--- src/rtl/instr_loader_pkg.sv ---
// Shared constants and state encoding for the instruction RAM loader.
package instr_loader_pkg;

    localparam int         IMEM_AW = 12;
    localparam int         CKSUM_W = 32;
    localparam logic [3:0] WE_ALL  = 4'hF;

    typedef enum logic [2:0] {
        ST_IDLE   = 3'd0,
        ST_LOAD   = 3'd1,
        ST_VERIFY = 3'd2,
        ST_DONE   = 3'd3,
        ST_ERROR  = 3'd4
    } ilo_state_t;

endpackage

--- src/rtl/ilo_cksum_acc.sv ---
// Clearable wrapping accumulator, used for both the write-side checksum
// and the read-back sum of the loader.
module ilo_cksum_acc
    import instr_loader_pkg::*;
#(
    parameter int W = CKSUM_W
) (
    input  logic         i_clk,
    input  logic         i_rst,
    input  logic         i_clr,
    input  logic         i_en,
    input  logic [W-1:0] i_data,
    output logic [W-1:0] o_sum
);

    logic [W-1:0] r_sum;

    // Sum wraps modulo 2**W; clear wins over accumulate.
    always_ff @(posedge i_clk) begin
        if (i_rst || i_clr) begin
            r_sum <= '0;
        end else if (i_en) begin
            r_sum <= r_sum + i_data;
        end
    end

    assign o_sum = r_sum;

endmodule

--- src/rtl/instr_ram_loader.sv ---
// Streams program words into the instruction RAM write port, reads them
// back to confirm the checksum, and holds the CPU while doing so.
module instr_ram_loader
    import instr_loader_pkg::*;
#(
    parameter int AW = IMEM_AW
) (
    input  logic         i_clk,
    input  logic         i_rst,
    input  logic         i_start,
    input  logic [AW:0]  i_word_cnt,
    input  logic [31:0]  i_s_data,
    input  logic         i_s_valid,
    output logic         o_s_ready,
    output logic [3:0]   o_ram_we,
    output logic [AW-1:0] o_ram_addr,
    output logic [31:0]  o_ram_din,
    input  logic [31:0]  i_ram_dout,
    output logic         o_cpu_hold,
    output logic         o_busy,
    output logic         o_done,
    output logic         o_error,
    output logic [31:0]  o_checksum
);

    localparam logic [AW:0] MAX_WORDS = {1'b1, {AW{1'b0}}};
    localparam logic [AW:0] ONE       = {{AW{1'b0}}, 1'b1};

    ilo_state_t          r_state;
    logic [AW:0]         r_target;
    logic [AW:0]         r_wr_cnt;
    logic [AW:0]         r_rd_cnt;
    logic [AW:0]         r_sum_cnt;
    logic [3:0]          r_ram_we;
    logic [AW-1:0]       r_ram_addr;
    logic [31:0]         r_ram_din;
    logic                r_rd_act;
    logic                r_dout_ok;
    logic                r_cmp;
    logic                r_done;
    logic                r_error;

    logic                w_idle_like;
    logic                w_start_zero;
    logic                w_start_bad;
    logic                w_start_load;
    logic                w_accept;
    logic                w_last_beat;
    logic                w_sum_en;
    logic                w_last_sum;
    logic [CKSUM_W-1:0]  w_checksum;
    logic [CKSUM_W-1:0]  w_rd_sum;

    // ERROR accepts a new start exactly like IDLE does.
    assign w_idle_like  = (r_state == ST_IDLE) || (r_state == ST_ERROR);
    assign w_start_zero = w_idle_like && i_start && (i_word_cnt == '0);
    assign w_start_bad  = w_idle_like && i_start && (i_word_cnt > MAX_WORDS);
    assign w_start_load = w_idle_like && i_start && !w_start_zero && !w_start_bad;

    assign w_accept    = (r_state == ST_LOAD) && i_s_valid;
    assign w_last_beat = w_accept && ((r_wr_cnt + ONE) == r_target);
    assign w_sum_en    = (r_state == ST_VERIFY) && r_dout_ok;
    assign w_last_sum  = w_sum_en && ((r_sum_cnt + ONE) == r_target);

    ilo_cksum_acc #(.W(CKSUM_W)) u_wr_sum (
        .i_clk  (i_clk),
        .i_rst  (i_rst),
        .i_clr  (w_start_load),
        .i_en   (w_accept),
        .i_data (i_s_data),
        .o_sum  (w_checksum)
    );

    ilo_cksum_acc #(.W(CKSUM_W)) u_rd_sum (
        .i_clk  (i_clk),
        .i_rst  (i_rst),
        .i_clr  (w_start_load),
        .i_en   (w_sum_en),
        .i_data (i_ram_dout),
        .o_sum  (w_rd_sum)
    );

    // Control FSM: start decode, load/verify sequencing, done pulse and sticky error.
    always_ff @(posedge i_clk) begin
        if (i_rst) begin
            r_state  <= ST_IDLE;
            r_target <= '0;
            r_done   <= 1'b0;
            r_error  <= 1'b0;
        end else begin
            r_done <= 1'b0;
            case (r_state)
                ST_IDLE, ST_ERROR: begin
                    if (w_start_zero) begin
                        r_state <= ST_IDLE;
                        r_done  <= 1'b1;
                        r_error <= 1'b0;
                    end else if (w_start_bad) begin
                        r_state <= ST_ERROR;
                        r_error <= 1'b1;
                    end else if (w_start_load) begin
                        r_state  <= ST_LOAD;
                        r_error  <= 1'b0;
                        r_target <= i_word_cnt;
                    end
                end
                ST_LOAD: begin
                    if (w_last_beat) begin
                        r_state <= ST_VERIFY;
                    end
                end
                ST_VERIFY: begin
                    if (r_cmp) begin
                        if (w_rd_sum == w_checksum) begin
                            r_state <= ST_DONE;
                            r_done  <= 1'b1;
                        end else begin
                            r_state <= ST_ERROR;
                            r_error <= 1'b1;
                        end
                    end
                end
                ST_DONE: begin
                    r_state <= ST_IDLE;
                end
                default: begin
                    r_state <= ST_IDLE;
                end
            endcase
        end
    end

    // RAM port registers and word counters; the first VERIFY cycle still carries
    // the final write, so the read of address 0 is issued one cycle later.
    always_ff @(posedge i_clk) begin
        if (i_rst) begin
            r_ram_we   <= '0;
            r_ram_addr <= '0;
            r_ram_din  <= '0;
            r_wr_cnt   <= '0;
            r_rd_cnt   <= '0;
            r_sum_cnt  <= '0;
            r_rd_act   <= 1'b0;
            r_dout_ok  <= 1'b0;
            r_cmp      <= 1'b0;
        end else begin
            r_ram_we <= '0;
            if (w_start_load) begin
                r_wr_cnt  <= '0;
                r_rd_cnt  <= '0;
                r_sum_cnt <= '0;
                r_rd_act  <= 1'b0;
                r_dout_ok <= 1'b0;
                r_cmp     <= 1'b0;
            end else if (r_state == ST_LOAD) begin
                if (w_accept) begin
                    r_ram_we   <= WE_ALL;
                    r_ram_addr <= r_wr_cnt[AW-1:0];
                    r_ram_din  <= i_s_data;
                    r_wr_cnt   <= r_wr_cnt + ONE;
                end
            end else if (r_state == ST_VERIFY) begin
                r_dout_ok <= r_rd_act;
                r_cmp     <= w_last_sum;
                if (w_sum_en) begin
                    r_sum_cnt <= r_sum_cnt + ONE;
                end
                if (r_rd_cnt != r_target) begin
                    r_ram_addr <= r_rd_cnt[AW-1:0];
                    r_rd_act   <= 1'b1;
                    r_rd_cnt   <= r_rd_cnt + ONE;
                end else begin
                    r_ram_addr <= '0;
                    r_rd_act   <= 1'b0;
                end
            end
        end
    end

    assign o_s_ready  = (r_state == ST_LOAD);
    assign o_busy     = (r_state == ST_LOAD) || (r_state == ST_VERIFY);
    assign o_cpu_hold = (r_state == ST_LOAD) || (r_state == ST_VERIFY) || (r_state == ST_ERROR);
    assign o_ram_we   = r_ram_we;
    assign o_ram_addr = r_ram_addr;
    assign o_ram_din  = r_ram_din;
    assign o_done     = r_done;
    assign o_error    = r_error;
    assign o_checksum = w_checksum;

endmodule
--- config.mk ---
export PLATFORM = sky130hd
export DESIGN_NAME = instr_ram_loader
export DESIGN_NICKNAME = d
export VERILOG_FILES = /design/src/rtl/instr_loader_pkg.sv /design/src/rtl/ilo_cksum_acc.sv /design/src/rtl/instr_ram_loader.sv
export SDC_FILE = /design/constraint.sdc
export NUM_CORES = 1
export LEC_CHECK = 0
export CAP_MARGIN = 15
export CORE_ASPECT_RATIO = 1.1
export CORE_MARGIN = 2
export CORE_UTILIZATION = 50
export DETAILED_ROUTE_END_ITERATION = 8
export PLACE_DENSITY = 0.79
export SYNTH_ARGS = -nofsm -noshare
export SYNTH_HDL_FRONTEND = slang
export SYNTH_SLANG_ARGS = --single-unit
--- constraint.sdc ---
create_clock -name i_clk -period 2.8 [get_ports i_clk]
set_input_delay 0.28 -clock i_clk [delete_from_list [all_inputs] [get_ports i_clk]]
set_output_delay 0.28 -clock i_clk [all_outputs]
set_load 0.02 [all_outputs]
==> metrics.txt <==
register area=3400 um2; Max VDD drop=0.653 mV; TNS Setup=-0.0705 ns; Vias/cell=5.97; clock network power share=28.4%; area share of fa/ha/maj cells after synthesis=8.10%; flops & latches, synth=169; Slew @ Worst Pin=0.738 ns; PortBufs=165; WHS=0.198 ns; M1 WL=13500 um; GRT overflow=0; largest family of logic cells by synthesized area=simple AND/OR/NAND/NOR gates; Final Setup Violations=2; Pre-Repair DR Iteration Count=7; # rows=55; Worst Setup Path Type=reg2reg; Final Worst Setup Slack=-0.0491 ns; worst-case clock buffer depth=2; post-synth top area cell=dfxtp_1; DRT iter0 DRCs=1054; highest clock rate=0.351 GHz; Compound-Gate Fraction of Synth Area=19.7%; mux cell area share after synthesis=0.962%; share of layout cells above drive strength 1=17.4%; metal3 WL=2410 um; ys async rst share=0%; GR Util All Layers=29.6%; dpl cells=1880; IO Pins=166; Seq pwr share=33.4%; status=finished, violations left; largest net degree at the start of global routing=54; GP Congestion=0.946; top cell type's share of synthesized area=32.1%; Synth Flop Type=dfxtp_1; chip height=156 um; first-pass GRT wire length=53000 um; dpl cell area=13600 um2; final cell count without fillers=1926; Static Leak=6.22 nW; Area Overhead vs Synth=39.0%; Power per Cell Area=587 nW/um2; Post-Synth Simple-Gate Area=22.5%; Final Skew=0.00925 ns; mean cell area of the mapped netlist=7.77 um2; max-cap viol count=0; EDFF count, synth=0; routed wl met2=16800 um; crit path max fanout=2; syn_nets=1503; Hold/Removal Path Class=in2reg; Worst setup SP type=flop; root buffer cell=clkbuf_16; htree depth=4; ANT nets after route=0; Fin. Hold Viols=0; Routed wire per std cell=18.1 um; Gate power share=38.2%; Distinct cells, synth=65; Ys Warns=0; clock tree from TritonCTS=yes; cell area after synthesis=10500 um2; failing checks=negative setup slack; residual DRC count=0; P_int=5.39 mW; Slew headroom=50.8%; synth top area cells=dfxtp_1 32%, nand2_1 8.2%, ha_1 7.7%; RSZ-0062 raised after global routing=yes; Final min period=2.85 ns; Period Utilization, post-route=102%; DRT Wirelength=34900 um; Syn Inst Count=1355; CP Data Arrival Time=3.21 ns; Ant. Diodes=0; via count=11500; core region area=20600 um2; Final Instance Area=14600 um2; R2R Setup Slk=-0.05 ns; clk sink count=169; Chip Width=142 um; Switching Fraction=37.3%; initial antenna violation count=0; Initial Util=51.0%; Post-Synth XOR/XNOR Area=13.1%; Fillers=1523; Worst-path clk slew=0.07 ns; clock latency on the worst-skew pair=0.44 ns; CP endpoint kind=flop; switching power=3.20 mW; die footprint=22200 um2; sequential-to-total area share from yosys stat=32.1%; CTS buffer count=17; max-slew violations=0; Max Used Layer=met4; # nets final=1805; vias in the first global route=10900; DP HPWL=24800 um; Multi-input gate area=7100 um2; Req. time, crit path=3.16 ns
-- final timing paths --
check                                         end  depth (start not counted)                           start
setup / recovery  u_wr_sum.o_sum[30]$_SDFFE_PP0P_                         13  u_wr_sum.o_sum[0]$_SDFFE_PP0P_
hold / removal          o_ram_din[0]$_SDFFE_PP0P_                          3                     i_s_data[0]
setup reg to reg  u_wr_sum.o_sum[30]$_SDFFE_PP0P_                         13  u_wr_sum.o_sum[0]$_SDFFE_PP0P_
hold reg to reg         o_ram_din[8]$_SDFFE_PP0P_                          2       o_ram_din[8]$_SDFFE_PP0P_
-- routing by layer --
metal  GRT usage [%]  up-vias
met5               0        -
met4            17.3        0
met2            52.4      571
met3            3.92      160
li1                -     5361
met1            34.1     5397
-- cells in the mapped netlist (all sizes together) (6+ instances only) --
| master | count |
|---|---|
| nor4 | 17 |
| clkbuf | 57 |
| o21bai | 10 |
| a31oi | 12 |
| a2111oi | 6 |
| and2 | 7 |
| and3 | 15 |
| ha | 65 |
| nand2 | 231 |
| xnor2 | 66 |
| a21oi | 155 |
| nand4 | 14 |
| or3 | 11 |
| a222oi | 11 |
| xor2 | 92 |
| buf | 14 |
| a211oi | 15 |
| nor3 | 34 |
| a21o | 29 |
| o21ai | 50 |
| mux2i | 9 |
| inv | 24 |
| nand3 | 38 |
| dfxtp | 169 |
| nor2 | 115 |
| nand2b | 9 |
| nor2b | 15 |
-- worst max-delay path: stages (launching register included) --
cell and delay, ns:
dfxtp_4 0.37, ha_4 0.17, inv_2 0.05, fa_2 0.22
nor2b_4 0.05, o21ai_2 0.18, a2111oi_4 0.10, o21a_1 0.22
o311a_1 0.33, a211o_1 0.27, a221o_1 0.40, a21oi_2 0.17
nor2_1 0.08, a211oi_1 0.15
-- cell type report --
type / instances / area share [%]
clock buffers: 17 / 2.90
clock inverters: 15 / 1.23
inverters: 24 / 0.615
multi-input cells: 1091 / 48.5
flip-flops and latches: 169 / 23.2
well taps: 256 / 2.19
repair buffers: 354 / 21.4
-- cell usage in the layout, fill, tap and decap left out, types with 29 or more instances in the layout --
cell             instances
a21o_1                  29
a21oi_1                149
buf_4                  184
clkdlybuf4s50_1        159
dfxtp_1                161
ha_1                    58
nand2_1                230
nand3_1                 38
nor2_1                 114
nor3_1                  29
o21ai_0                 44
xnor2_1                 66
xor2_1                  92
-- logic make-up (layout without fill, tap and decap cells) --
group,count (synthesis),after routing
AOI/OAI and AO/OA,332,332
adders and majority gates,67,67
muxes,10,10
buffers and inverters,95,410
and+or+nand+nor,524,524
xor gates and xnor gates,158,158
DFF,169,169
-- state kept, by name (all words and copies together) (netlist names), 3 cells and up --
name            cells
u_rd_sum.o_sum     32
o_ram_din          32
o_ram_addr         12
u_wr_sum.o_sum     32
r_wr_cnt           13
r_state             3
r_target           13
r_sum_cnt          13
r_rd_cnt           13
-- power groups by stage --
stage / logic (mW) / clock network (mW) / registers (mW)
2_1_floorplan: 1.57 / 0 / 3.13
6_report: 3.28 / 2.44 / 2.87
3_3_place_gp: 3.10 / 0 / 2.91
5_1_grt: 3.52 / 2.55 / 2.90
4_1_cts: 3.20 / 2.46 / 2.86
3_5_place_dp: 3.15 / 0 / 2.92
-- timing repair --
| action | 4_1_cts | 5_1_grt |
|---|---|---|
| pin swaps | 8 | 40 |
| hold buffers | 0 | 0 |
| buffers inserted | 3 | 13 |
| endpoints found under the setup margin | 10 | 22 |
| gates resized for setup | 20 | 45 |
-- through the flow --
step	util (%)	setup slack, ns	power [mW]
after global placement	66.0	-0.499	6.01
after detailed placement	66.0	-0.558	6.07
after global routing	70.9	-0.186	8.97
final	70.9	-0.0491	8.59
after CTS	69.5	0.00105	8.52
after floorplan	-	0.0420	4.69
Power figures use the tool's default switching activity.
